[src/rtl/fetch_unit_vl.sv]
// Program counter and fetch engine: reads bytes from a 1-cycle synchronous ROM,
// assembles 1- or 2-byte instructions and hands them to the decoder via valid/ready.
module fetch_unit_vl #(
  parameter int            PC_W     = 12,
  parameter int            OPC_W    = 4,
  parameter int            OPR_W    = 4,
  parameter bit            LONG_EN  = 1'b1,
  parameter logic [PC_W-1:0] RESET_PC = '0
) (
  input  logic                   i_clk,
  input  logic                   i_rst,
  input  logic                   i_enable,
  input  logic                   i_load,
  input  logic [PC_W-1:0]        i_load_addr,
  output logic [PC_W-1:0]        o_mem_addr,
  input  logic [OPC_W+OPR_W-1:0] i_mem_data,
  output logic                   o_instr_valid,
  input  logic                   i_instr_ready,
  output logic [OPC_W-1:0]       o_opcode,
  output logic [OPR_W-1:0]       o_operand,
  output logic [OPC_W+OPR_W-1:0] o_imm,
  output logic                   o_is_long,
  output logic [PC_W-1:0]        o_instr_pc,
  output logic [PC_W-1:0]        o_pc
);

  // state  | meaning
  // S_REQ  | ROM addressed with pc; waiting for enable to start a fetch
  // S_CAP1 | first byte arriving; latch opcode/operand, decide length
  // S_CAP2 | immediate byte arriving
  // S_OUT  | instruction presented, waiting for the decoder
  typedef enum logic [1:0] {S_REQ, S_CAP1, S_CAP2, S_OUT} state_t;

  localparam int DATA_W = OPC_W + OPR_W;

  state_t             r_state;
  logic [PC_W-1:0]    r_pc;
  logic [PC_W-1:0]    r_instr_pc;
  logic [OPC_W-1:0]   r_opcode;
  logic [OPR_W-1:0]   r_operand;
  logic [DATA_W-1:0]  r_imm;
  logic               r_is_long;
  logic               r_valid;

  logic               w_long;
  logic [PC_W-1:0]    w_pc_inc;

  assign w_long   = LONG_EN && i_mem_data[DATA_W-1];
  // Increment wraps naturally at 2^PC_W, so a long instruction at the top
  // address fetches its immediate from address 0.
  assign w_pc_inc = r_pc + {{(PC_W-1){1'b0}}, 1'b1};

  always_ff @(posedge i_clk) begin
    if (!i_rst) begin
      r_state    <= S_REQ;
      r_pc       <= RESET_PC;
      r_instr_pc <= '0;
      r_opcode   <= '0;
      r_operand  <= '0;
      r_imm      <= '0;
      r_is_long  <= 1'b0;
      r_valid    <= 1'b0;
    end else if (i_load) begin
      // A jump discards whatever is in flight or waiting, even if accepted this cycle.
      r_state <= S_REQ;
      r_pc    <= i_load_addr;
      r_valid <= 1'b0;
    end else begin
      case (r_state)
        S_REQ: begin
          if (i_enable) begin
            r_instr_pc <= r_pc;
            r_pc       <= w_pc_inc;
            r_state    <= S_CAP1;
          end
        end
        S_CAP1: begin
          r_opcode  <= i_mem_data[DATA_W-1:OPR_W];
          r_operand <= i_mem_data[OPR_W-1:0];
          if (w_long) begin
            r_is_long <= 1'b1;
            r_pc      <= w_pc_inc;
            r_state   <= S_CAP2;
          end else begin
            r_imm     <= '0;
            r_is_long <= 1'b0;
            r_valid   <= 1'b1;
            r_state   <= S_OUT;
          end
        end
        S_CAP2: begin
          r_imm   <= i_mem_data;
          r_valid <= 1'b1;
          r_state <= S_OUT;
        end
        S_OUT: begin
          if (i_instr_ready) begin
            r_valid <= 1'b0;
            r_state <= S_REQ;
          end
        end
        default: begin
          r_valid <= 1'b0;
          r_state <= S_REQ;
        end
      endcase
    end
  end

  assign o_mem_addr    = r_pc;
  assign o_pc          = r_pc;
  assign o_instr_valid = r_valid;
  assign o_opcode      = r_opcode;
  assign o_operand     = r_operand;
  assign o_imm         = r_imm;
  assign o_is_long     = r_is_long;
  assign o_instr_pc    = r_instr_pc;

endmodule

[config.mk]
export PLATFORM = sky130hd
export DESIGN_NAME = fetch_unit_vl
export DESIGN_NICKNAME = d
export VERILOG_FILES = /design/src/rtl/fetch_unit_vl.sv
export SDC_FILE = /design/constraint.sdc
export NUM_CORES = 1
export LEC_CHECK = 0
export CORE_MARGIN = 1.5
export CORE_UTILIZATION = 30
export CTS_BUF_LIST = sky130_fd_sc_hd__clkbuf_4 sky130_fd_sc_hd__clkbuf_8
export DETAILED_ROUTE_END_ITERATION = 7
export GPL_TIMING_DRIVEN = 0
export SYNTH_ARGS = -nofsm -noshare
export SYNTH_HDL_FRONTEND = slang
export SYNTH_SLANG_ARGS = --single-unit
[constraint.sdc]
create_clock -name i_clk -period 2.55 [get_ports i_clk]
set_input_delay 0.3825 -clock i_clk [delete_from_list [all_inputs] [get_ports i_clk]]
set_output_delay 0.3825 -clock i_clk [all_outputs]
set_load 0.02 [all_outputs]
Word-level counts from Yosys, hierarchy flattened --
Index checks and enable logic that the tools add are counted.
Word-level totals: register bits after elaboration 44, bits in latches 0, memory bits (writable) 0, memory bits (read-only) 0, input bits 25, output and inout port bits 54, word-level logic and storage cells 44, memories 0
Operators by class: add/sub/neg operators 1, multiply operators 0, divide/modulo/power cells 0, order comparisons 0, equal/unequal tests 8, shift-type cells 0, muxes and demuxes 14, bitwise operators 2, reduce and logical (&&, ||, !) cells 11
Operators by type and width (count):
- $mux 12 | 3
- $pmux 12 s2 | 1
- $pmux 8 s2 | 1
- $add 12x1->12 const B | 1
- $reduce_and 3->1 | 4
- $mux 8 | 1
- $pmux 2 s4 | 1
- $ne 2x2->1 const B | 3
- $ne 3x3->1 const B | 2
- $reduce_bool 3->1 | 2
- $eq 2x2->1 const B | 2
- $mux 1 | 4
- $mux 2 | 2
- $reduce_and 2->1 | 2
- $pmux 1 s3 | 1
- $eq 2x1->1 const B | 1
- $logic_not 2->1 | 1
- $not 1->1 | 2
- $reduce_bool 2->1 | 1
- $reduce_or 2->1 | 1

Logic depth before layout (Yosys ltp) --
Gate-level depths: netlist of run 1.
depth after elaboration 4, depth in mapped cells 7, gate-level depth less buffers 6

Worst setup path after synthesis of run 1 --
No wires, ideal clock.
path type reg2reg, start register r_state[0], end register r_pc[11], in the netlist o_mem_addr[11], library setup time 0.062 ns, arrival 1.936 ns, data required time 2.488 ns, path slack 0.551 ns, cell stages (with the launch flop) 8, path buffers 1, clock period less this slack 1.999 ns, cells stage by stage dfxtp_1 -> inv_1 -> ha_1 -> mux2i_1 -> or3_1 -> clkbuf_2 -> or4_1 -> nand3_1
Between the ends: word-level cells in the longest chain between the ends 3, elaborated cells on any way between the ends 8, those cells by class eq/ne: 3; mux: 2; reduce/logical: 3
Ends and longest elaborated chain:
- start, declared | line 36 | state_t r_state;
- start signal, assigned | line 55 | r_state <= S_REQ;
- start signal, assigned | line 65 | r_state <= S_REQ;
- start signal, assigned | line 74 | r_state <= S_CAP1;
- $eq 2x1->1 / $logic_not 2->1 (equally long branches) | line 69 | case (r_state)
- $ne 3x3->1 (no line), or another cell as far along
- $reduce_and 3->1 (no line) / $mux 12 (equally long branches)
- end signal, assigned | line 66 | r_pc <= i_load_addr;
- end signal, assigned | line 73 | r_pc <= w_pc_inc;
- end signal, assigned | line 82 | r_pc <= w_pc_inc;
- end, declared | line 37 | logic [PC_W-1:0] r_pc;
Parallel ways exist; a longest one is shown, timed or not. A chain may end at the register's enable or synchronous reset.

Worst setup path after layout of run 1 --
Same ends and word-level chain as after synthesis.

==> results of run 1 <==
registers in the layout (all words and copies together), names as in the netlist:
name / count
o_instr_pc: 12
o_mem_addr: 12
o_imm: 8
o_opcode: 4
o_operand: 4
r_state: 2
o_instr_valid: 1
how the worst min path moves through the flow:
stage	from	endpoint	slack, ps	cells after the start
detailed placement	o_imm[2]$_SDFFE_PN0P_	o_imm[2]$_SDFFE_PN0P_	460	2
global placement	o_imm[2]$_SDFFE_PN0P_	o_imm[2]$_SDFFE_PN0P_	460	2
finish	o_imm[2]$_SDFFE_PN0P_	o_imm[2]$_SDFFE_PN0P_	470	2
floorplan	r_state[0]$_SDFFE_PP0P_	r_state[0]$_SDFFE_PP0P_	490	2
CTS	o_imm[2]$_SDFFE_PN0P_	o_imm[2]$_SDFFE_PN0P_	470	2
global route	o_imm[5]$_SDFFE_PN0P_	o_imm[5]$_SDFFE_PN0P_	510	2
synth_stat cells, drive strengths merged:
cell type  count  area share [%]
dfxtp         43              42
mux2i         23              11
nor2b         23             7.0
o21ai         17             4.2
buf           14             4.9
nand3         14             3.4
nand2         11             2.0
clkbuf        10             1.9
a21oi          9             2.2
a21boi         8             2.9
or3            6             1.9
a31oi          5             1.5
ha             5             3.1
inv            5            0.92
nand2b         5             1.5
nor2           5            0.92
xnor2          4             1.7
nand4          2            0.61
or4            2            0.79
xor2           2            0.86
a211o          1            0.43
a21o           1            0.37
a22oi          1            0.37
and4           1            0.43
nor4           1            0.31
nor4b          1            0.43
o211a          1            0.49
o22ai          1            0.31
o31ai          1            0.37
or2b           1            0.43
or3b           1            0.43
area by class of cell:
type                            count  area (um2)
Buffer                             24       140.1
Clock buffer                        5       68.82
Clock inverter                      3       15.01
Fill cell                         669        3450
Inverter                            5       18.77
Multi-Input combinational cell    152        1028
Sequential cell                    43       860.8
Tap cell                           77       96.34
Timing Repair Buffer               78       780.7
routing by layer:
metal	share of wire, %	global-route usage (%)	wire (um)
met1	47	18.74	2437
met2	45	23.12	2368
met3	7.5	4.331	393
met4	0.71	4.545	37
met5	0	0	0
worst max-delay path: stages, from the launching register on:
cell	delay, ps
sky130_fd_sc_hd__dfxtp_1	420
sky130_fd_sc_hd__inv_1	90
sky130_fd_sc_hd__ha_1	270
sky130_fd_sc_hd__mux2i_1	240
sky130_fd_sc_hd__or3_1	380
sky130_fd_sc_hd__clkbuf_2	170
sky130_fd_sc_hd__or4_1	530
sky130_fd_sc_hd__nand3_1	80
power breakdown:
| group | internal, mW | switching, mW |
|---|---|---|
| Sequential | 0.699 | 0.0370 |
| Clock | 0.188 | 0.231 |
| Combinational | 0.173 | 0.146 |
kinds of logic (layout without fill, tap and decap cells):
family	count (synthesis)	count (layout)
simple gates	73	73
compound gates	45	45
flops	43	43
buf+inv	29	115
mux	23	23
xor+xnor	6	6
fa+ha+maj	5	5
==> metrics.sh, run 1 <==
SYNTH_SEQ_AREA_SHARE_PCT=42.03
SYNTHESIS.AREA_PER_INSTANCE_UM2=9.144
FINAL_LAYOUT_SIZE_SUFFIX_GT1_SHARE_PCT=8.387
CTS_SETUP_BUFFERS=0
SYNTH_TOP_FAMILY_BY_AREA='simple AND/OR/NAND/NOR gates'
SYNTH_XOR_XNOR_AREA_SHARE_PCT=2.566
INSERTEDDIODECOUNT=0
FINALCOREUTILIZATION_PCT=46.59
MIN_PATH_TYPE='reg -> reg'
AREA_FRACTION_IN_AND_OR_NAND_AND_NOR_CELLS_AFTER_SYNTHESIS_PCT=20.22
NETLIST_AREA_UM2=2048
CLK_PIN_SLEW_WORST_PATHS_PS=80
ARR_TIME_CRIT_PATH_PS=2470
GRT_UTIL_ALL_LAYERS_PCT=14.45
FIRST_GLOBAL_VIAS=1813
FLOORPLAN.DIE.HEIGHT_UM=85.63
WORST_SLEW_MARGIN_REL_PCT=43.32
NET_COUNT_SYNTH=254
WORSTSETUPENDPOINTTYPE='flip-flop'
FINAL_NET_COUNT=339
AVG_VIAS_PER_CELL=4.729
SYNTHESIS_STAGE_REGISTER_BIT_COUNT=43
FINALNONFILLERCELLS=387
WIRE_LENGTH_OF_THE_FIRST_GLOBAL_ROUTING_PASS_MM=8.418
CTS.SINKS=43
RSZ0062_AT_GRT='false'
PLACE.DETAILED.HPWL_MM=3.851
CRITPATHLAUNCHTYPE='flip-flop'
HOLD_VIOL_FINAL=0
YOSYS-MUX-AREA-FRACTION_PCT=11.24
SYN-INSTANCE-COUNT=224
NUM_VIAS=1830
FLOORPLAN.ROWS=29
CRITICALPATHCATEGORY='reg -> reg'
VDD.IR_DROP.WORST_uV=280.0
DRT_FIRST_PASS_ITERS=6
HOLD-WORST-SLACK_PS=466.2
IO_BUFFER_COUNT=78
POWERDENSITY_nW_PER_UM2=489.7
CLOCK-SKEW-FINAL_PS=3.455
MAX-CLOCK-PATH-BUFFERS=2
MOSTFREQUENTLAYOUTCELLS='sky130_fd_sc_hd__clkdlybuf4s50_1 (78), sky130_fd_sc_hd__dfxtp_1 (43), sky130_fd_sc_hd__nor2b_1 (23), sky130_fd_sc_hd__mux2i_1 (23), sky130_fd_sc_hd__o21ai_0 (17)'
CRITPATHLAUNCH='r_state[0]$_SDFFE_PP0P_'
SYNTH-COMPOUND-AREA-SHARE_PCT=13.13
POST_CTS.RESIZED_INSTANCES=0
CLOCK_TREE_FROM_TRITONCTS='built'
ROUTE.DETAILED.WL_PER_INST_UM=13.53
SETUP_VIOL=0
SETUP.WORST_PATH.END='o_mem_addr[11]$_SDFFE_PN0P_'
FLOW.AREA_GROWTH_FROM_SYNTHESIS_PCT=46.92
SYNTHESIS.YOSYS.WARNINGS=0
FMAXACHIEVABLE_MHz=447.6
CLKLATENCYLATEPIN_PS=290
FINALCRITPERIODSHARE_PCT=87.61
FIRST_ITER_VIOLATIONS=70
FINALWORSTSETUPSLACK_PS=316.1
FLOORPLAN.INITIALDENSITY_PCT=31.71
NETLIST-CELL-TYPE-COUNT=35
FIN_SETUP_TNS_PS=0
NUMBER_OF_CLOCK_BUFFERS_INSERTED_BY_TRITONCTS=5
DRC_ERRORS=6
CTSROOTBUFFERMASTER='sky130_fd_sc_hd__clkbuf_8'
CORE_UM2=6459
OUTCOME='finished, violations left'
VIOLATED_CHECKS='design-rule violations'
CTS.HTREE.LEVELS=2
ANTENNA_LEFT=0
GR-TOTAL-OVERFLOW=0
IO_PINS=79
REPORT.FINAL.SLEW_VIOL_COUNT=0
POSTROUTEWIRELENGTH_MM=5.236
CTSHOLDBUFFERS=0
TOTALPOWERFINAL_mW=1.473
LAYOUT_COMMONEST_CELL='sky130_fd_sc_hd__clkdlybuf4s50_1'
FINAL_DESIGN_AREA_NO_FILL_UM2=3009
FF2FF_SETUP_SLACK_PS=320
CHIPWIDTH_UM=85.63
RR_WORST_DEPTH=7
DIE_AREA_UM2=7332
PRE_CTS_SLACK_PS=199.3
GRT_ANTENNA_BEFORE_REPAIR=0
FIN_CRIT_PS=2234
PLACED_AREA_UM2=2925
MAX_CAP_VIOLS=0
POST_SYNTH_FA_HA_MAJ_AREA_FRACTION_PCT=3.054
CRITICAL_PATH_REQUIRED_PS=2780
GRT_START_MAX_NET_PINS=14
RR_STARTPOINT='r_state[0]$_SDFFE_PP0P_'
CRITICAL_PATH.MAX_FANOUT=7
TIMING.RR.END='o_mem_addr[11]$_SDFFE_PN0P_'
POWER.STATIC_LEAKAGE_nW=1.118
PLACE.GP.CONGESTION=0.7426
PLACE.DETAILED.INSTANCES=379
WORST_PIN_SLEW_PS=850.2
Note: power is estimated with default switching activity, not from simulation.
==> run 2: changes to the inputs <==
--- a/config.mk
+++ b/config.mk
@@ -10,6 +10,7 @@
 export CTS_BUF_LIST = sky130_fd_sc_hd__clkbuf_4 sky130_fd_sc_hd__clkbuf_8
 export DETAILED_ROUTE_END_ITERATION = 7
 export GPL_TIMING_DRIVEN = 0
+export REMOVE_ABC_BUFFERS = 1
 export SYNTH_ARGS = -nofsm -noshare
 export SYNTH_HDL_FRONTEND = slang
 export SYNTH_SLANG_ARGS = --single-unit
==> metrics.sh, run 2 (same netlist as run 1, synthesis figures left out) <==
CLOCK_TREE_FROM_TRITONCTS='built'
VIOLATED_CHECKS='design-rule violations'
FIN_CRIT_PS=2227
WORST_PIN_SLEW_PS=1200
CLOCK-SKEW-FINAL_PS=4.391
IO_BUFFER_COUNT=78
PLACE.GP.CONGESTION=0.7371
P_SEQ_SHARE_PCT=50.4
GR-TOTAL-OVERFLOW=0
FINAL_NET_COUNT=315
RR_STARTPOINT='r_state[0]$_SDFFE_PP0P_'
CTS_SETUP_BUFFERS=0
PLACE.DETAILED.INSTANCES=355
RR_WORST_DEPTH=6
POSTROUTEWIRELENGTH_MM=4.840
FINALCRITPERIODSHARE_PCT=87.33
VDD.IR_DROP.WORST_uV=251.6
FLOORPLAN.ROWS=29
CRITICAL_PATH.MAX_FANOUT=7
CLKLATENCYLATEPIN_PS=280
P_SW_SHARE_PCT=26.90
TOTAL_SWITCHING_POWER_uW=392.2
DRC_ERRORS=7
CLK_PIN_SLEW_WORST_PATHS_PS=80
ROUTE.DETAILED.WL_PER_INST_UM=13.37
SLOWEST_CELL_ON_THE_CRITICAL_PATH='sky130_fd_sc_hd__or4_1'
FIRST_GLOBAL_VIAS=1699
FMAXACHIEVABLE_MHz=449.1
CTS.HTREE.LEVELS=2
FINAL_LAYOUT_SIZE_SUFFIX_GT1_SHARE_PCT=4.211
FINAL-SEQ-AREA_UM2=860.8
CHIPWIDTH_UM=85.63
PLACE.DETAILED.HPWL_MM=3.446
IO_PINS=79
FLOORPLAN.INITIALDENSITY_PCT=31.71
PLACED_AREA_UM2=2785
CRITICALPATHCATEGORY='reg -> reg'
GRT_UTIL_ALL_LAYERS_PCT=13.23
POWER.STATIC_LEAKAGE_nW=1.045
CRITPATHLAUNCHTYPE='flip-flop'
CTSROOTBUFFERMASTER='sky130_fd_sc_hd__clkbuf_8'
POWER_FRAC_COMB_PCT=20.1
CORE_UM2=6459
WHS_PATH_DEPTH=2
GRT_ANTENNA_BEFORE_REPAIR=0
MAX_CAP_VIOLS=0
AVG_VIAS_PER_CELL=4.812
POWER.INTERNAL_mW=1.066
NUM_VIAS=1742
MIN_PATH_TYPE='reg -> reg'
WORST_SLEW_MARGIN_REL_PCT=19.85
ANTENNA_LEFT=0
FF2FF_SETUP_SLACK_PS=320
WORSTHOLDSTART='o_imm[3]$_SDFFE_PN0P_'
CLOCK_POWER_SHARE_PCT=29.5
FLOW.AREA_GROWTH_FROM_SYNTHESIS_PCT=40.62
GRT_START_MAX_NET_PINS=43
WORSTSETUPENDPOINTTYPE='flip-flop'
HOLD_VIOL_FINAL=0
MIN_DELAY_WORST_ENDPOINT='o_imm[3]$_SDFFE_PN0P_'
POWERDENSITY_nW_PER_UM2=506.1
DRT_FIRST_PASS_ITERS=6
OUTCOME='finished, violations left'
MULTIINPUTGATEAREA_UM2=1033
FILLER_CELL_COUNT=659
RSZ0062_AT_GRT='false'
REPORT.FINAL.SLEW_VIOL_COUNT=0
CRITICAL_PATH_REQUIRED_PS=2780
MAX-CLOCK-PATH-BUFFERS=2
MOSTFREQUENTLAYOUTCELLS='sky130_fd_sc_hd__clkdlybuf4s50_1 (77), sky130_fd_sc_hd__dfxtp_1 (43), sky130_fd_sc_hd__nor2b_1 (23), sky130_fd_sc_hd__mux2i_1 (23), sky130_fd_sc_hd__o21ai_0 (17)'
FINALCOREUTILIZATION_PCT=44.60
LAYOUT_COMMONEST_CELL='sky130_fd_sc_hd__clkdlybuf4s50_1'
DIE_AREA_UM2=7332
WIRE_LENGTH_OF_THE_FIRST_GLOBAL_ROUTING_PASS_MM=7.803
CPPEAKSTAGEDELAY_PS=560
NUMBER_OF_CLOCK_BUFFERS_INSERTED_BY_TRITONCTS=5
FINALNONFILLERCELLS=362
CTS.SINKS=43
FINAL_DESIGN_AREA_NO_FILL_UM2=2880
INSERTEDDIODECOUNT=0
SETUP_VIOL=0
FIRST_ITER_VIOLATIONS=31
CELL_BY_CELL_TRACE_OF_THE_CRITICAL_PATH='inv_1 > ha_1 > mux2i_1 > or3_1 > or4_1 > nand3_1'
ARR_TIME_CRIT_PATH_PS=2460
TIMING.RR.END='o_mem_addr[11]$_SDFFE_PN0P_'
FLOORPLAN.DIE.HEIGHT_UM=85.63
## run 2: timing repair
item | in CTS | in global routing
hold buffers | 0 | 0
gates resized for setup | 1 | 1
setup endpoints to repair | 1 | 1
## run 2: how the worst max path moves through the flow
| stage | slack [ps] | startpoint | endpoint | cells after the start |
|---|---|---|---|---|
| floorplan | 580 | r_state[0]$_SDFFE_PP0P_ | o_mem_addr[11]$_SDFFE_PN0P_ | 6 |
| global route | 100 | i_load | o_instr_pc[0]$_SDFFE_PN0P_ | 5 |
| finish | 320 | r_state[0]$_SDFFE_PP0P_ | o_mem_addr[11]$_SDFFE_PN0P_ | 6 |
| CTS | 80 | i_rst | o_mem_addr[11]$_SDFFE_PN0P_ | 4 |
| detailed placement | -310 | i_load | o_instr_pc[0]$_SDFFE_PN0P_ | 5 |
| global placement | -260 | i_load | o_instr_pc[7]$_SDFFE_PN0P_ | 5 |
## run 2: final cells by class
type	count	share of cell area (%)
clock inverter	1	0.1738
multi-input combinational	152	35.88
timing repair buffer	78	27.19
tap	77	3.345
inverter	5	0.6516
clock buffer	6	2.867
sequential	43	29.89
## run 2: metal layers
metal,track usage [%],wire [um]
met1,17.05,2266
met2,21.76,2120
met3,4.042,425
met4,3.079,27
met5,0,0
## run 2: power by group through the flow
stage / Sequential, mW / Clock [mW] / Combinational [mW]
after global routing: 0.742 / 0.478 / 0.318
after floorplan: 0.796 / 0 / 0.0935
after detailed placement: 0.751 / 0 / 0.295
after global placement: 0.750 / 0 / 0.293
final: 0.735 / 0.429 / 0.293
after CTS: 0.736 / 0.452 / 0.297
## run 2: through the flow
step	worst slack, ps	hold WS [ps]	setup TNS, ps	total power, mW
2_1_floorplan	584.7	494.2	0	0.8890
3_3_place_gp	-258.8	454.4	-3232	1.043
3_5_place_dp	-311.7	462.8	-3799	1.046
4_1_cts	76.41	474.0	0	1.485
5_1_grt	96.95	512.4	0	1.537
6_report	323.1	468.9	0	1.458
## run 2: critical path: cells and delay by family, from the launching register on
kind | cells | cell delay, ps
AND/OR/NAND/NOR | 3 | 1150
multiplexers | 1 | 250
adder cells (fa/ha/maj) | 1 | 280
flip-flops | 1 | 410
buffers and inverters | 1 | 90
==> run 3: changes to the inputs <==
--- a/config.mk
+++ b/config.mk
@@ -5,12 +5,15 @@
 export SDC_FILE = /design/constraint.sdc
 export NUM_CORES = 1
 export LEC_CHECK = 0
+export CORE_ASPECT_RATIO = 1.2
 export CORE_MARGIN = 1.5
-export CORE_UTILIZATION = 30
+export CORE_UTILIZATION = 38
 export CTS_BUF_LIST = sky130_fd_sc_hd__clkbuf_4 sky130_fd_sc_hd__clkbuf_8
 export DETAILED_ROUTE_END_ITERATION = 7
 export GPL_TIMING_DRIVEN = 0
+export PLACE_DENSITY = 0.71
 export REMOVE_ABC_BUFFERS = 1
+export SLEW_MARGIN = 25
 export SYNTH_ARGS = -nofsm -noshare
 export SYNTH_HDL_FRONTEND = slang
 export SYNTH_SLANG_ARGS = --single-unit
==> metrics.sh, run 3 (same netlist as run 1, synthesis figures left out) <==
CHIPWIDTH_UM=70.02
FINALNONFILLERCELLS=348
RSZ0062_AT_GRT='false'
REPORT.FINAL.SLEW_VIOL_COUNT=0
MIN_PATH_TYPE='reg -> reg'
IO_PINS=79
WIRE_LENGTH_OF_THE_FIRST_GLOBAL_ROUTING_PASS_MM=7.465
CTSHOLDBUFFERS=0
DRC_ERRORS=0
FINAL_LAYOUT_SIZE_SUFFIX_GT1_SHARE_PCT=4.895
NUM_VIAS=1730
FILLER_CELL_COUNT=510
SLOWEST_CELL_ON_THE_CRITICAL_PATH='sky130_fd_sc_hd__or4_1'
HOLD-WORST-SLACK_PS=467.5
VDD.IR_DROP.WORST_uV=290.8
HOLD_VIOL_FINAL=0
FMAXACHIEVABLE_MHz=459.7
SETUP_VIOL=0
CRITICALPATHCATEGORY='reg -> reg'
MAX-CLOCK-PATH-BUFFERS=2
DRT_FIRST_PASS_ITERS=4
FLOW.AREA_GROWTH_FROM_SYNTHESIS_PCT=39.40
CRITICAL_PATH.MAX_FANOUT=7
MOSTFREQUENTLAYOUTCELLS='sky130_fd_sc_hd__clkdlybuf4s50_1 (77), sky130_fd_sc_hd__dfxtp_1 (43), sky130_fd_sc_hd__nor2b_1 (23), sky130_fd_sc_hd__mux2i_1 (23), sky130_fd_sc_hd__o21ai_0 (17)'
FINAL_NET_COUNT=315
GRT_START_MAX_NET_PINS=43
FIRST_ITER_VIOLATIONS=67
CTS_SETUP_BUFFERS=0
CRITICAL_PATH_REQUIRED_PS=2790
POWERDENSITY_nW_PER_UM2=508.2
FLOORPLAN.INITIALDENSITY_PCT=39.20
GRT_UTIL_ALL_LAYERS_PCT=15.86
FIRST_GLOBAL_VIAS=1601
GRT.BUSIEST_LAYER='met2'
ROUTE.DETAILED.WL_PER_INST_UM=12.86
DIE_AREA_UM2=5841
OUTCOME='finished, final reports clean'
ARR_TIME_CRIT_PATH_PS=2420
FINALCRITPERIODSHARE_PCT=85.31
POSTROUTEWIRELENGTH_MM=4.477
FIN_SETUP_TNS_PS=0
IO_BUFFER_COUNT=78
CLOCK_TREE_FROM_TRITONCTS='built'
WORSTSETUPENDPOINTTYPE='flip-flop'
GR-USAGE-MET2_PCT=26.58
FINAL_DESIGN_AREA_NO_FILL_UM2=2855
FIN_CRIT_PS=2175
FLOORPLAN.DIE.HEIGHT_UM=83.43
WORST_SLEW_MARGIN_REL_PCT=37.12
INSERTEDDIODECOUNT=0
PLACE.DETAILED.INSTANCES=340
PATH_BUF_INV=1
PLACE.GP.CONGESTION=0.7873
PLACE.DETAILED.HPWL_MM=3.197
AVG_VIAS_PER_CELL=4.971
GRT_ANTENNA_BEFORE_REPAIR=0
GR-TOTAL-OVERFLOW=0
CRITPATHLAUNCHTYPE='flip-flop'
PLACED_AREA_UM2=2761
FLOORPLAN.ROWS=29
WORST_PATH_DOMINANT_CELL_FAMILY='simple AND/OR/NAND/NOR gates'
GLOBALROUTEMET1UTIL_PCT=19.03
MAX_CAP_VIOLS=0
CTSROOTBUFFERMASTER='sky130_fd_sc_hd__clkbuf_8'
CPPEAKSTAGEDELAY_PS=540
ANTENNA_LEFT=0
POWER.STATIC_LEAKAGE_nW=1.029
CTS.SINKS=43
CLOCK-SKEW-FINAL_PS=6.759
WORST_PIN_SLEW_PS=941.3
GRT_UTIL_MET3_PCT=5.461
CLKLATENCYLATEPIN_PS=300
CTS.HTREE.LEVELS=2
CLK_PIN_SLEW_WORST_PATHS_PS=80
LAYOUT_COMMONEST_CELL='sky130_fd_sc_hd__clkdlybuf4s50_1'
NUMBER_OF_CLOCK_BUFFERS_INSERTED_BY_TRITONCTS=5
CORE_UM2=5225
CELL_BY_CELL_TRACE_OF_THE_CRITICAL_PATH='inv_1 > ha_1 > mux2i_1 > or3_1 > or4_1 > nand3_1'
run 3: cell types whose count changed in the layout (fill, tap and decap cells not counted), sizes merged:
cell,delta
buf,+1
clkbuf,-1
clkinvlp,+2
dlymetal6s2s,-1
run 3: routing by layer:
layer	share of wire, %	vias to the layer above
li1	-	883
met1	44	781
met2	48	61
met3	6.9	5
met4	1.2	0
met5	0	-
run 3: final cells by class:
type | count | area, um2 | area share [%]
Multi-Input combinational cell | 152 | 1033 | 36.20
Sequential cell | 43 | 860.8 | 30.15
Timing Repair Buffer | 78 | 775.7 | 27.17
Tap cell | 62 | 77.57 | 2.717
Clock buffer | 5 | 68.82 | 2.410
Clock inverter | 3 | 20.02 | 0.7011
Inverter | 5 | 18.77 | 0.6573
run 3: timing repair:
action,CTS,global route
endpoints found under the hold margin,0,0
gates resized for setup,0,1
endpoints found under the setup margin,0,12
run 3: power by group:
group          switching (mW)  internal (mW)
sequential             0.0349          0.699
clock                   0.237          0.191
combinational           0.137          0.152
run 3: stage by stage:
stage                     worst slack [ps]  power [mW]  utilization [%]
after floorplan                      584.7      0.8890                -
after global placement              -243.2       1.040            52.95
after detailed placement            -279.2       1.041            52.85
after CTS                            49.82       1.473            54.55
after global routing                 189.9       1.531            54.65
final                                374.7       1.451            54.65
run 3: worst paths after layout:
check / slack [ps] / endpoint / start / cells after the start
worst max-delay path: 370 / o_mem_addr[11]$_SDFFE_PN0P_ / r_state[0]$_SDFFE_PP0P_ / 6
worst min register to register: 470 / o_imm[0]$_SDFFE_PN0P_ / o_imm[0]$_SDFFE_PN0P_ / 2
worst min-delay path: 470 / o_imm[0]$_SDFFE_PN0P_ / o_imm[0]$_SDFFE_PN0P_ / 2
worst max register to register: 370 / o_mem_addr[11]$_SDFFE_PN0P_ / r_state[0]$_SDFFE_PP0P_ / 6
run 3: worst register-to-register path, cell delays in order (launching register included):
cell                      delay [ps]
sky130_fd_sc_hd__dfxtp_1         410
sky130_fd_sc_hd__inv_1            90
sky130_fd_sc_hd__ha_1            270
sky130_fd_sc_hd__mux2i_1         240
sky130_fd_sc_hd__or3_1           500
sky130_fd_sc_hd__or4_1           550
sky130_fd_sc_hd__nand3_1          70
